[src/rtl/hex_entry_register.sv]
// -----------------------------------------------------------------------------
// hex_entry_register
//
// Purpose:
//   Keypad-style hex entry. The operator sets a hex digit on four switches and
//   uses three active-low push-buttons to append the digit (push), remove the
//   most recent digit (del) or clear everything (clr). Every button goes
//   through a 2-flop synchronizer, a counter-based debouncer and a falling-edge
//   detector, so one physical press gives exactly one action. Digits are
//   shifted nibble-wise into a 32-bit register that feeds the display stage.
//
// Optional feature (macro HOLD_REPEAT_EN):
//   When defined, holding push issues an extra push every REPEAT_CYCLES
//   cycles after the press. When undefined, one push per press.
//
// Parameters:
//   DEBOUNCE_CYCLES  cycles a synchronized level must disagree with the
//                    debounced state before that state flips
//   REPEAT_CYCLES    auto-repeat period (only used with HOLD_REPEAT_EN)
//
// Ports:
//   clk          system clock
//   rst_n        asynchronous active-low reset
//   digit_in     hex digit from switches (asynchronous to clk)
//   push_n       active-low button: append digit_in
//   del_n        active-low button: remove last digit
//   clr_n        active-low button: clear all
//   register     entered value, bits [3:0] hold the most recent digit
//   digit_count  number of digits entered, 0..8
//   full         digit_count == 8 (combinational)
//   overflow     sticky flag: push attempted while full (cleared by clr)
// -----------------------------------------------------------------------------
module hex_entry_register #(
  parameter int unsigned DEBOUNCE_CYCLES = 1000000,
  parameter int unsigned REPEAT_CYCLES   = 25000000
) (
  input  logic        clk,
  input  logic        rst_n,
  input  logic [3:0]  digit_in,
  input  logic        push_n,
  input  logic        del_n,
  input  logic        clr_n,
  output logic [31:0] register,
  output logic [3:0]  digit_count,
  output logic        full,
  output logic        overflow
);

  // Debounce counter only has to reach DEBOUNCE_CYCLES-1.
  localparam int unsigned     DB_W    = (DEBOUNCE_CYCLES > 1) ? $clog2(DEBOUNCE_CYCLES) : 1;
  localparam logic [DB_W-1:0] DB_LAST = DB_W'(DEBOUNCE_CYCLES - 1);

  localparam int BTN_PUSH = 0;
  localparam int BTN_DEL  = 1;
  localparam int BTN_CLR  = 2;
  localparam int NUM_BTN  = 3;

  // Both periods must be at least one cycle; a zero period has no meaning.
  if ((DEBOUNCE_CYCLES == 0) || (REPEAT_CYCLES == 0)) begin : g_bad_param
    $error("hex_entry_register: DEBOUNCE_CYCLES and REPEAT_CYCLES must be >= 1");
  end

  // ---------------------------------------------------------------------------
  // Button conditioning: synchronize, debounce, detect press (1 -> 0)
  // ---------------------------------------------------------------------------
  logic [NUM_BTN-1:0] btn_n;
  logic [NUM_BTN-1:0] press_stb;

  assign btn_n = {clr_n, del_n, push_n};

`ifdef HOLD_REPEAT_EN
  logic push_held;
`endif

  genvar gi;
  generate
    for (gi = 0; gi < NUM_BTN; gi++) begin : g_btn
      logic            sync1_q;
      logic            sync2_q;
      logic            stable_q;
      logic            stable_d;
      logic            stable_dly_q;
      logic [DB_W-1:0] db_cnt_q;
      logic [DB_W-1:0] db_cnt_d;

      // Everything resets to "released" so a button held through reset is
      // seen as a fresh press once the debounce time has elapsed.
      always_ff @(posedge clk or negedge rst_n) begin
        if (!rst_n) begin
          sync1_q      <= 1'b1;
          sync2_q      <= 1'b1;
          stable_q     <= 1'b1;
          stable_dly_q <= 1'b1;
          db_cnt_q     <= '0;
        end else begin
          sync1_q      <= btn_n[gi];
          sync2_q      <= sync1_q;
          stable_q     <= stable_d;
          stable_dly_q <= stable_q;
          db_cnt_q     <= db_cnt_d;
        end
      end

      // The counter only advances while the synchronized level disagrees with
      // the debounced state; any agreeing cycle restarts it, so a glitch
      // shorter than DEBOUNCE_CYCLES never flips the state.
      always_comb begin
        stable_d = stable_q;
        db_cnt_d = '0;
        if (sync2_q != stable_q) begin
          if (db_cnt_q == DB_LAST) begin
            stable_d = sync2_q;
          end else begin
            db_cnt_d = db_cnt_q + DB_W'(1);
          end
        end
      end

      // One-cycle strobe in the first cycle the debounced level reads pressed.
      assign press_stb[gi] = stable_dly_q & ~stable_q;

`ifdef HOLD_REPEAT_EN
      if (gi == BTN_PUSH) begin : g_hold
        assign push_held = ~stable_q;
      end
`endif
    end
  endgenerate

  // ---------------------------------------------------------------------------
  // Digit synchronizer
  // ---------------------------------------------------------------------------
  logic [3:0] dig_sync1_q;
  logic [3:0] dig_sync2_q;

  always_ff @(posedge clk or negedge rst_n) begin
    if (!rst_n) begin
      dig_sync1_q <= '0;
      dig_sync2_q <= '0;
    end else begin
      dig_sync1_q <= digit_in;
      dig_sync2_q <= dig_sync1_q;
    end
  end

  // ---------------------------------------------------------------------------
  // Push event source (press strobe, optionally plus auto-repeat)
  // ---------------------------------------------------------------------------
  logic push_evt;

`ifdef HOLD_REPEAT_EN
  localparam int unsigned     RP_W    = (REPEAT_CYCLES > 1) ? $clog2(REPEAT_CYCLES) : 1;
  localparam logic [RP_W-1:0] RP_LAST = RP_W'(REPEAT_CYCLES - 1);

  logic [RP_W-1:0] rpt_cnt_q;
  logic [RP_W-1:0] rpt_cnt_d;
  logic            rpt_fire;

  assign rpt_fire = push_held && (rpt_cnt_q == RP_LAST);

  // The period restarts from every strobe (press, del, clr, or a repeat) and
  // is held at zero while push is released.
  always_comb begin
    rpt_cnt_d = rpt_cnt_q + RP_W'(1);
    if (!push_held || (|press_stb) || rpt_fire) begin
      rpt_cnt_d = '0;
    end
  end

  always_ff @(posedge clk or negedge rst_n) begin
    if (!rst_n) begin
      rpt_cnt_q <= '0;
    end else begin
      rpt_cnt_q <= rpt_cnt_d;
    end
  end

  assign push_evt = press_stb[BTN_PUSH] | rpt_fire;
`else
  assign push_evt = press_stb[BTN_PUSH];
`endif

  // ---------------------------------------------------------------------------
  // Action select: clr > del > push; losers in the same cycle are dropped
  // ---------------------------------------------------------------------------
  typedef enum logic [1:0] {
    ACT_NONE,
    ACT_PUSH,
    ACT_DEL,
    ACT_CLR
  } action_e;

  action_e action;

  always_comb begin
    action = ACT_NONE;
    if (press_stb[BTN_CLR]) begin
      action = ACT_CLR;
    end else if (press_stb[BTN_DEL]) begin
      action = ACT_DEL;
    end else if (push_evt) begin
      action = ACT_PUSH;
    end
  end

  // ---------------------------------------------------------------------------
  // Entry register, digit count and overflow flag
  // ---------------------------------------------------------------------------
  logic [31:0] value_q;
  logic [31:0] value_d;
  logic [3:0]  count_q;
  logic [3:0]  count_d;
  logic        ovf_q;
  logic        ovf_d;
  logic        is_full;

  assign is_full = (count_q == 4'd8);

  always_comb begin
    value_d = value_q;
    count_d = count_q;
    ovf_d   = ovf_q;
    case (action)
      ACT_CLR: begin
        value_d = '0;
        count_d = '0;
        ovf_d   = 1'b0;
      end
      ACT_DEL: begin
        if (count_q != 4'd0) begin
          value_d = {4'h0, value_q[31:4]};
          count_d = count_q - 4'd1;
        end
      end
      ACT_PUSH: begin
        if (is_full) begin
          ovf_d = 1'b1;
        end else begin
          // A zero digit still counts as an entry even though the value
          // does not change numerically.
          value_d = {value_q[27:0], dig_sync2_q};
          count_d = count_q + 4'd1;
        end
      end
      default: begin
      end
    endcase
  end

  always_ff @(posedge clk or negedge rst_n) begin
    if (!rst_n) begin
      value_q <= '0;
      count_q <= '0;
      ovf_q   <= 1'b0;
    end else begin
      value_q <= value_d;
      count_q <= count_d;
      ovf_q   <= ovf_d;
    end
  end

  assign register    = value_q;
  assign digit_count = count_q;
  assign full        = is_full;
  assign overflow    = ovf_q;

endmodule

[config.mk]
export PLATFORM = sky130hd
export DESIGN_NAME = hex_entry_register
export DESIGN_NICKNAME = d
export VERILOG_FILES = /design/src/rtl/hex_entry_register.sv
export SDC_FILE = /design/constraint.sdc
export NUM_CORES = 1
export LEC_CHECK = 0
export CAP_MARGIN = 25
export CORE_MARGIN = 5
export CORE_UTILIZATION = 30
export CTS_CLUSTER_DIAMETER = 60
export DETAILED_ROUTE_END_ITERATION = 8
export PLACE_DENSITY_LB_ADDON = 0.1
export SLEW_MARGIN = 20
export SYNTH_ARGS = -nofsm -noshare
export SYNTH_HDL_FRONTEND = slang
export SYNTH_SLANG_ARGS = --single-unit
[constraint.sdc]
create_clock -name clk -period 4.3 [get_ports clk]
set_clock_uncertainty 0.15 [all_clocks]
set_input_delay 0.86 -clock clk [delete_from_list [all_inputs] [get_ports clk]]
set_output_delay 0.86 -clock clk [all_outputs]
set_load 0.02 [all_outputs]
==> results.yml, run 1 <==
synthesis:
  ys_seq_area_share_pct: 53.0
  synthCells: 531
  synth_top_area_cell: "dfrtp_1"
  ys.flop_type: "dfrtp_1"
  netlist_area_um2: 5550
  synth.net_count: 548
  syn_area_per_cell_um2: 10.5
  yosys_warnings: 0
  synthArstFlopShare_pct: 100
  synth.area.top_cells: "dfrtp_1, mux2_2, dfstp_2, nor2_1, xnor2_1"
  synth_edf_count: 0
  synth_cell_types: 41
  synth_top_area_share_pct: 47.4
  ys_ff_latch: 117
layout:
  design_area_um2: 6810
  drive_gt1_share_pct: 14.2
  antennaDiodeCount: 0
  fillerInstances: 1766
  final_common_cell: "dfrtp_1"
  area_growth_pct: 22.7
  final_nets: 595
  final_cell_count_no_fill: 819
  mostFrequentLayoutCells: "dfrtp_1, nor2_1, clkdlybuf4s50_1"
global_routing:
  use_met2_pct: 18.8
  grt_max_degree: 66
  grt_pass1_vias: 3958
  overflow: 0
  busiest_layer: "met2"
  grt_use_total_pct: 11.5
  grt_pass1_wl_um: 20100
  antenna_found_initial: 0
  use_met1_pct: 14.8
  grtUsageMet3_pct: 3.61
floorplanning:
  ios: 47
  start_util_pct: 30.7
  dieWidth_um: 146
  die_y_um: 146
  coreArea_um2: 18100
  placementRows: 49
  die_area_um2: 21300
worst_setup_path:
  cp_data_arrival_time_ns: 3.19
  end_kind: "register"
  worstSetupPathType: "register to register"
  required_ns: 4.43
  crit_path_max_fanout: 35
  crit_path_start_kind: "register"
pwr:
  finalPower_uw: 2490
  leakagePower_uw: 0.00267
  pwr_density_cell_nw_per_um2: 366
  max-vdd-ir-drop_mv: 0.236
cts:
  clk_root_buffer_cell: "clkbuf_16"
  cts_setup_buffers: 0
  cts_tree: "built"
  cts.clk_slew.worst_paths_ns: 0.05
  cts_buffers: 17
  insertion_delay_ns: 0.40
  cts.path.max_buffers: 2
  cts_hold_buf: 0
  cts_htree_levels: 4
  cts.repair.resized: 0
  cts_sinks: 117
place:
  dp_slack_ns: 1.21
  placed_area_um2: 6260
  portBuffers: 46
  hpwl_um: 7610
  placed_cells: 788
  globalplace.congestion: 0.736
status:
  status: "finished, final reports clean"
detailed_routing:
  drt_iter0_markers: 199
  ant_nets: 0
  avgViaCountPerCell: 4.89
  drt_pass1_iterations: 4
  avgRoutedWirePerCell_um: 14.3
  vias: 4006
  routed_wl_um: 11700
  drc_errors: 0
flow_run:
  max_cap_viol_count: 0
sta:
  period_needed_ns: 3.06
  tns_ns: 0
  maxSlewViolCount: 0
  period_share_pct: 71.1
  slew_headroom_pct: 42.4
  layout_setup_ws_ns: 1.24
  max_freq_mhz: 327
  rsz0062_at_grt: "false"
  hold_viol_final: 0
  tightest_slew_ns: 0.863
  setup_viol: 0
hold_path:
  hp-class: "register to register"
==> worst max-delay path: stages, from the launching register on <==
cell and delay (ns):
dfstp_2 0.56, nor2b_1 0.06, o21ai_0 0.24, ha_1 0.19, buf_4 0.33, inv_1 0.23
ha_1 0.32, a21o_1 0.17, a21oi_1 0.25, mux2i_1 0.11, a311o_1 0.32
==> worst paths after layout <==
check	slack (ns)	startpoint	depth (start not counted)	end
worst max-delay path	1.24	g_btn[1].stable_q$_DFFE_PN1P_	10	digit_count[3]$_DFFE_PN0P_
worst min-delay path	0.20	dig_sync1_q[1]$_DFF_PN0_	0	dig_sync2_q[1]$_DFF_PN0_
worst max register to register	1.24	g_btn[1].stable_q$_DFFE_PN1P_	10	digit_count[3]$_DFFE_PN0P_
worst min register to register	0.20	dig_sync1_q[1]$_DFF_PN0_	0	dig_sync2_q[1]$_DFF_PN0_
max in group asynchronous	2.77	rst_n	2	g_btn[1].stable_dly_q$_DFF_PN1_
min in group asynchronous	0.42	rst_n	1	g_btn[0].db_cnt_q[17]$_DFF_PN0_
==> registers in the layout, summed over array words and instances (netlist names) <==
signal and count:
dig_sync2_q 4, dig_sync1_q 4, g_btn.sync1_q 3, g_btn.db_cnt_q 60
g_btn.stable_dly_q 3, g_btn.stable_q 3, digit_count 4, overflow 1
register 32, g_btn.sync2_q 3
==> report_power, final <==
| part | leakage [µW] | internal, µW | switching, µW |
|---|---|---|---|
| combinational | 0.000834 | 17.4 | 38.0 |
| sequential | 0.00157 | 1120 | 10.7 |
| clock | 0.000271 | 850 | 456 |
| total | 0.00267 | 1990 | 505 |
==> routing by layer <==
metal  wire length (µm)  vias to the layer above
met2               5630                       39
met4                106                        0
met3                318                        9
li1                   -                     1972
met1               5660                     1986
met5                  0                        -
==> final cells by class <==
class	count	area, µm²	share of cell area [%]
sequential	117	2940	43.2
multi-input combinational	369	2430	35.8
timing repair buffer	53	523	7.68
clock buffer	27	503	7.39
tap	229	287	4.21
inverter	20	75.1	1.10
clock inverter	4	45.0	0.661
==> per-stage QoR <==
stage                     hold WS (ns)  util [%]
final                            0.202      37.7
after CTS                        0.205      37.7
after detailed placement         0.192      34.6
after global placement           0.182      34.6
after floorplan                  0.181         -
after global routing             0.213      37.7
==> cell families (layout without fill, tap and decap cells) <==
family	Yosys count	after routing	synth area share [%]
buffers and inverters	45	104	3.18
DFF	117	117	53.0
AOI/OAI and AO/OA	80	80	9.42
muxes	40	40	8.00
xor gates and xnor gates	38	38	6.00
adders and majority gates	8	8	1.94
and+or+nand+nor	203	203	18.4
==> cells in the mapped netlist (4+ instances only) <==
cell and instances:
nand3_1 20, mux2i_1 5, and3_1 4, and2_1 4
ha_1 7, inv_1 20, or3_1 15, a21oi_1 23
nor4_1 6, dfstp_2 12, o21ai_0 17, clkbuf_1 17
mux2_2 35, xnor2_1 26, buf_2 5, nand2_1 32
or4_1 11, nor2_1 75, o31ai_1 6, nor3_1 12
nand4_1 7, a22oi_1 28, xor2_1 12, dfrtp_1 105
Power figures use the tool's default switching activity.
==> inputs of run 2 (changes only) <==
==> constraint.sdc (replaced) <==
create_clock -name clk -period 3.19 [get_ports clk]
set_clock_uncertainty 0.15 [all_clocks]
set_input_delay 0.638 -clock clk [delete_from_list [all_inputs] [get_ports clk]]
set_output_delay 0.638 -clock clk [all_outputs]
set_load 0.02 [all_outputs]
==> run 2 against run 1 <==
  * Sequential power up 35%
  * Via count up 0.60%
  * Setup slack worse by 0.91 ns
  * Global-route usage up 0.61 points
  * Sequential share of layout area down 0.66 points
  * Sequential cell count unchanged
  * Clock-buffer cell count down 5
  * Critical path type is now register to output port
  * Largest cell class unchanged
  * Largest power group unchanged
==> results.yml, run 2 (synthesis gave the netlist of run 1 again) <==
sta:
  maxSlewViolCount: 0
  slew_headroom_pct: 46.2
  tightest_slew_ns: 0.807
  max_freq_mhz: 350
  period_needed_ns: 2.86
  tns_ns: 0
  setup_viol: 0
  period_share_pct: 89.7
  hold_viol_final: 0
  rsz0062_at_grt: "false"
layout:
  top_register: "g_btn.db_cnt_q"
  fillerInstances: 1766
  drive_gt1_share_pct: 15.5
  area_growth_pct: 24.6
  antennaDiodeCount: 0
  multiInputGateArea_um2: 2430
  final_nets: 599
  regArea_um2: 2940
  mostFrequentLayoutCells: "dfrtp_1, nor2_1, clkdlybuf4s50_1"
  largest_reg_flops: 60
  final_common_cell: "dfrtp_1"
pwr:
  netSwitchingFraction_pct: 20.4
  internal_power_uw: 2890
  power_frac_comb_pct: 2.1
  pwr_density_cell_nw_per_um2: 526
  finalPower_uw: 3640
  max-vdd-ir-drop_mv: 0.330
  switchingPower_uw: 743
  p_seq_share_pct: 41.9
  leakagePower_uw: 0.00272
  power.share.clock_pct: 56.0
global_routing:
  grt_pass1_wl_um: 20900
  antenna_found_initial: 0
  grt_max_degree: 46
  grt_pass1_vias: 4138
  overflow: 0
  grt_use_total_pct: 12.1
floorplanning:
  coreArea_um2: 18100
  die_area_um2: 21300
  ios: 47
  placementRows: 49
  die_y_um: 146
  dieWidth_um: 146
  start_util_pct: 30.7
detailed_routing:
  avgRoutedWirePerCell_um: 14.7
  vias: 4030
  routed_wl_um: 12100
  drc_errors: 0
  drt_pass1_iterations: 4
  ant_nets: 0
  avgViaCountPerCell: 4.90
  drt_iter0_markers: 155
cts:
  cts_setup_buffers: 0
  cts.clk_slew.worst_paths_ns: 0.06
  cts_tree: "built"
  cts_sinks: 117
  cts_htree_levels: 4
  cts.repair.resized: 0
  cts_hold_buf: 0
  cts_buffers: 17
  clk_root_buffer_cell: "clkbuf_16"
  insertion_delay_ns: 0.42
  cts.path.max_buffers: 2
worst_setup_path:
  end_kind: "output port"
  cp_data_arrival_time_ns: 2.07
  required_ns: 2.40
  worstSetupPathType: "register to output port"
  crit_path_start_kind: "register"
  crit_path_max_fanout: 6
flow_run:
  max_cap_viol_count: 0
place:
  hpwl_um: 8020
  globalplace.congestion: 0.736
  portBuffers: 46
hold_path:
  hp-class: "input port to asynchronous set/reset pin"
status:
  status: "finished, final reports clean"
## run 2: worst max-delay path: stages, from the launching register on
cell and delay (ns):
dfrtp_1 0.45, nor3_1 0.34, and2_1 0.24, clkdlybuf4s50_1 0.62
## run 2: metal layers
metal / up-vias / global-route usage [%] / part of all wire [%]
li1: 1977 / - / -
met1: 1996 / 15.1 / 47
met2: 42 / 19.6 / 48
met3: 15 / 4.11 / 3.3
met4: 0 / 4.14 / 1.3
met5: - / 0 / 0
## run 2: final timing paths
check	cells past startpoint	slack (ns)	start	to
min	1	0.08	rst_n	register[9]$_DFFE_PN0P_
max	3	0.33	digit_count[0]$_DFFE_PN0P_	full
max reg2reg	9	0.48	g_btn[2].stable_q$_DFFE_PN1P_	digit_count[3]$_DFFE_PN0P_
max in group asynchronous	2	2.10	rst_n	g_btn[2].stable_q$_DFFE_PN1P_
min reg2reg	0	0.20	dig_sync1_q[1]$_DFF_PN0_	dig_sync2_q[1]$_DFF_PN0_
min in group clk	0	0.20	dig_sync1_q[1]$_DFF_PN0_	dig_sync2_q[1]$_DFF_PN0_
## run 2: power groups by stage
stage          Clock [µW]  Sequential, µW  Combinational (µW)
2_1_floorplan           0            1540                28.7
6_report             2040            1520                77.3
4_1_cts              2110            1520                82.4
3_5_place_dp            0            1550                81.8
3_3_place_gp            0            1550                80.5
5_1_grt              2160            1520                91.2
## run 2: final cells by class
type	instances	share of cell area, %
Tap cell	229	4.14
Timing Repair Buffer	57	8.00
Multi-Input combinational cell	369	35.2
Clock inverter	9	2.17
Inverter	20	1.09
Clock buffer	22	6.86
Sequential cell	117	42.5
## run 2: stage by stage
step           cells  utilization (%)  hold WS [ns]  instance area (µm²)  setup slack (ns)
4_1_cts          823             38.2        0.0778                 6920             0.249
5_1_grt          823             38.2         0.110                 6920             0.190
3_3_place_gp     792             34.8         0.184                 6290             0.578
6_report         823             38.2        0.0794                 6920             0.330
3_5_place_dp     792             34.8         0.187                 6290             0.470
2_1_floorplan    531                -         0.181                 5550             0.439
==> patch 1: new RTL, config.mk and constraints of run 1 <==
The parameter `DEBOUNCE_CYCLES` goes from 1000000 to 500000.
--- a/src/rtl/hex_entry_register.sv
+++ b/src/rtl/hex_entry_register.sv
@@ -33,3 +33,3 @@
 module hex_entry_register #(
-  parameter int unsigned DEBOUNCE_CYCLES = 1000000,
+  parameter int unsigned DEBOUNCE_CYCLES = 500000,
   parameter int unsigned REPEAT_CYCLES   = 25000000
Function: same outputs for any inputs over 10 cycles, from zero or initial values and one cycle with rst_n low; that may be too few to reach the edited logic, so the function may still have changed.
==> patch 1 against run 1 <==
Largest power group unchanged. Routed wire length decreased by 3.1%. Utilization rose by 0.31 points. Worst setup slack got worse by 0.24 ns. Count of clock-buffer cells in the layout is 6 lower. Final area decreased by 0.53%. Combinational power fell by 3%. Sequential cell count down 3. Synthesized area shrank 2.5%. Synthesized cell count decreased by 5.1%. Power grew 7.8%. Non-clock buffer count down 2.
==> patch 1: results <==
group,metric,value,unit
status,run_status,"finished, final reports clean",
placed_design,dp_hpwl,7312,microns
layout,fin_nets,569,
synth,syn-num-nets,521,
global_route,grt_first_pass_wirelength,19600,microns
layout,layout-drive-gt1-share,16.99,%
synth,synth_common_cells,"dfrtp_1 (102), nor2_1 (77), mux2_2 (34), a22oi_1 (28), xor2_1 (24)",
worst_setup_path,cp_max_fo,6,
routing,drtIter0Drc,163,
placed_design,gp_congestion,0.7260,
timing,slew_headroom,46.85,%
pwr,ir_drop,0.0002629,V
synth,ys_seq_area_share,52.98,%
pwr,p_sw_share,19.55,%
global_route,grtUsageTotal,11.77,%
pwr,p_leak,2.726,nW
routing,viasPerCell,4.836,
routing,detail_route.wl_per_cell,14.29,microns
worst_setup_path,cp.arrival,2.29,ns
global_route,grt_pass1_vias,3796,
synth,ys_top_cells_by_area,"dfrtp_1 (47%), mux2_2 (7.1%), dfstp_2 (5.8%)",
placed_design,dpl_cell_area,6130,sq um
global_route,grt_max_degree,59,
synth,synth.distinct_cells,49,
layout,largest_reg_flops,57,
patch 1: per-layer routing:
metal / vias to the layer above / global-route usage, % / routed length [microns]
met2: 46 / 17.73 / 5220
li1: 1902 / - / -
met4: 0 / 3.976 / 141
met3: 9 / 3.737 / 354
met1: 1883 / 16.08 / 5629
met5: - / 0 / 0
patch 1: cell type report:
| type | count | area (sq um) |
|---|---|---|
| clock buffers | 21 | 460.4 |
| inverters | 14 | 52.55 |
| well taps | 229 | 286.5 |
| multi-input cells | 354 | 2395 |
| flip-flops and latches | 114 | 2868 |
| fillers | 1742 | 11070 |
| repair buffers | 51 | 528.0 |
| clock inverters | 11 | 183.9 |
patch 1: kinds of logic (layout without fill, tap and decap cells):
logic type | Yosys count | in the layout | share of synthesized area [%]
AO/OA/AOI/OAI | 72 | 72 | 8.831
AND/OR/NAND/NOR | 196 | 196 | 18.96
buffers and inverters | 36 | 97 | 2.912
adder cells (fa/ha/maj) | 8 | 8 | 1.988
flip-flops | 114 | 114 | 52.98
multiplexers | 39 | 39 | 8.021
XOR/XNOR | 39 | 39 | 6.311
patch 1: worst max-delay path, cell delays in order, from the launching register on:
cell             delay [ns]
dfrtp_1                0.45
nor3_1                 0.54
and2_1                 0.27
clkdlybuf4s50_1        0.63
patch 1: final timing paths:
| path | start | end | slack [ns] | cells past startpoint |
|---|---|---|---|---|
| worst max-delay path | digit_count[0] | full | 1.00 | 3 |
| worst min-delay path | dig_sync1_q[3] | dig_sync2_q[3] | 0.20 | 0 |
| worst max register to register | g_btn[1].stable_q | digit_count[3] | 1.10 | 10 |
| worst min register to register | dig_sync1_q[3] | dig_sync2_q[3] | 0.20 | 0 |
| max in group asynchronous | rst_n | g_btn[2].stable_q | 2.81 | 2 |
| min in group asynchronous | rst_n | g_btn[0].db_cnt_q[11] | 0.37 | 1 |
patch 1: power by group through the flow:
stage	Clock, W	Combinational [W]	Sequential [W]
after floorplan	0	0.0000207	0.00112
after global placement	0	0.0000570	0.00112
after detailed placement	0	0.0000566	0.00112
after CTS	0.00158	0.0000568	0.00110
after global routing	0.00163	0.0000646	0.00110
final	0.00153	0.0000538	0.00110
patch 1: metrics by stage:
step	util [%]	cells	hold WS (ns)	setup WS (ns)	total power, W
floorplan	-	504	0.1812	1.537	0.001136
global placement	34.20	761	0.1843	1.186	0.001175
detailed placement	34.36	762	0.1862	1.107	0.001175
CTS	37.97	794	0.1987	0.9861	0.002733
global route	37.97	794	0.2051	0.8798	0.002794
finish	37.97	794	0.1960	1.002	0.002685
==> patch 2: new RTL, config.mk and constraints of run 1 <==
Made on the original files. `value_q` no longer has a reset.
--- a/src/rtl/hex_entry_register.sv
+++ b/src/rtl/hex_entry_register.sv
@@ -251,3 +251,2 @@
     if (!rst_n) begin
-      value_q <= '0;
       count_q <= '0;
@@ -255,3 +254,2 @@
     end else begin
-      value_q <= value_d;
       count_q <= count_d;
@@ -259,2 +257,6 @@
     end
+  end
+
+  always_ff @(posedge clk) begin
+    value_q <= value_d;
   end
Formal check against the unedited RTL: same outputs for any inputs over 10 cycles, from zero or initial values and one cycle with rst_n low; that may be too few to reach the edited logic, so the function may still have changed.
==> patch 2 against run 1 <==
Worst setup slack gained 0.045 ns. Final area shrank 1.6%. Synthesized area shrank 2.8%. Routed wire length grew 1.3%. Critical path depth is the same. Sequential cell count is the same. Synthesized cell count shrank 8.3%. Utilization shrank 0.093 points. Power grew 3.8%.
==> patch 2: results <==
group,metric,value,unit
worst_setup_path,cp_max_fo,29,
synth,ys_top_cells_by_area,"dfrtp_1 (34%), edfxtp_1 (18%), dfstp_2 (5.8%)",
worst_setup_path,r2r_setup_slack,1.29,ns
routing,firstDrtPassIters,5,
layout,fillers,1730,
pwr,ir_drop,0.0002604,V
layout,clock_area_share,8.514,%
placed_design,dp_hpwl,7805,microns
placed_design,preCtsSetupSlack,0.9176,ns
synth,synth_xor_area_share,6.823,%
synth,ys_seq_area_share,57.55,%
layout,regArea,3103,sq um
status,run_status,"finished, final reports clean",
layout,clkbuf_count,18,
synth,synth.distinct_cells,50,
global_route,grt_first_pass_wirelength,19750,microns
placed_design,dpl_cell_area,6117,sq um
timing,post-route-min-period,3.014,ns
synth,async_reset_ff_share,72.65,%
timing,whs,0.1993,ns
synth,syn-num-nets,504,
layout,bufAreaShareNonClock,7.786,%
clock_tree,clock-sinks,117,
global_route,grtUsageTotal,12.14,%
synth,synth_adder_area_share,1.996,%
placed_design,gp_congestion,0.7532,
layout,multiInputGateArea,2163,sq um
placed_design,placed_cells,753,
routing,drtIter0Drc,217,
synth,synth-edff-count,32,
timing,tightest_slew,0.7877,ns
timing,setup_viol,0,
layout,n_all_buffers,54,
routing,viasPerCell,4.929,
worst_setup_path,endpoint,"digit_count[0]",
clock_tree,clock_path_buffers,2,
pwr,powerDensity,385.8,nW/um^2
layout,fin_nets,561,
hold_path,hp-start,"dig_sync1_q[0]",
hold_path,min_to,"dig_sync2_q[0]",
global_route,grt_max_degree,52,
layout,n_all_inverters,15,
synth,synth_common_cells,"dfrtp_1 (73), nor2_1 (66), edfxtp_1 (32), a22oi_1 (28), xnor2_1 (26)",
layout,multi_input_gates,339,
-- patch 2: critical path, cell delays in order, from the launching register on --
cell      delay (ns)
dfstp_2         0.51
nand2b_1        0.09
a31o_2          0.28
inv_1           0.06
ha_2            0.17
buf_4           0.30
nand2b_1        0.09
a21boi_0        0.50
nor2_2          0.26
buf_6           0.23
mux2_2          0.26
-- patch 2: metal layers --
| layer | share of wire, % | GRT usage (%) | wire length (microns) | vias up |
|---|---|---|---|---|
| met1 | 47 | 15.93 | 5581 | 1918 |
| li1 | - | - | - | 1869 |
| met3 | 5.2 | 3.538 | 618 | 9 |
| met5 | 0 | 0 | 0 | - |
| met4 | 1.1 | 4.807 | 129 | 0 |
| met2 | 47 | 18.96 | 5540 | 78 |
-- patch 2: power breakdown --
group          total (W)  switching, W  internal (W)
Combinational  0.0000518     0.0000350     0.0000168
Sequential       0.00117     0.0000113       0.00116
Clock            0.00137      0.000474      0.000893
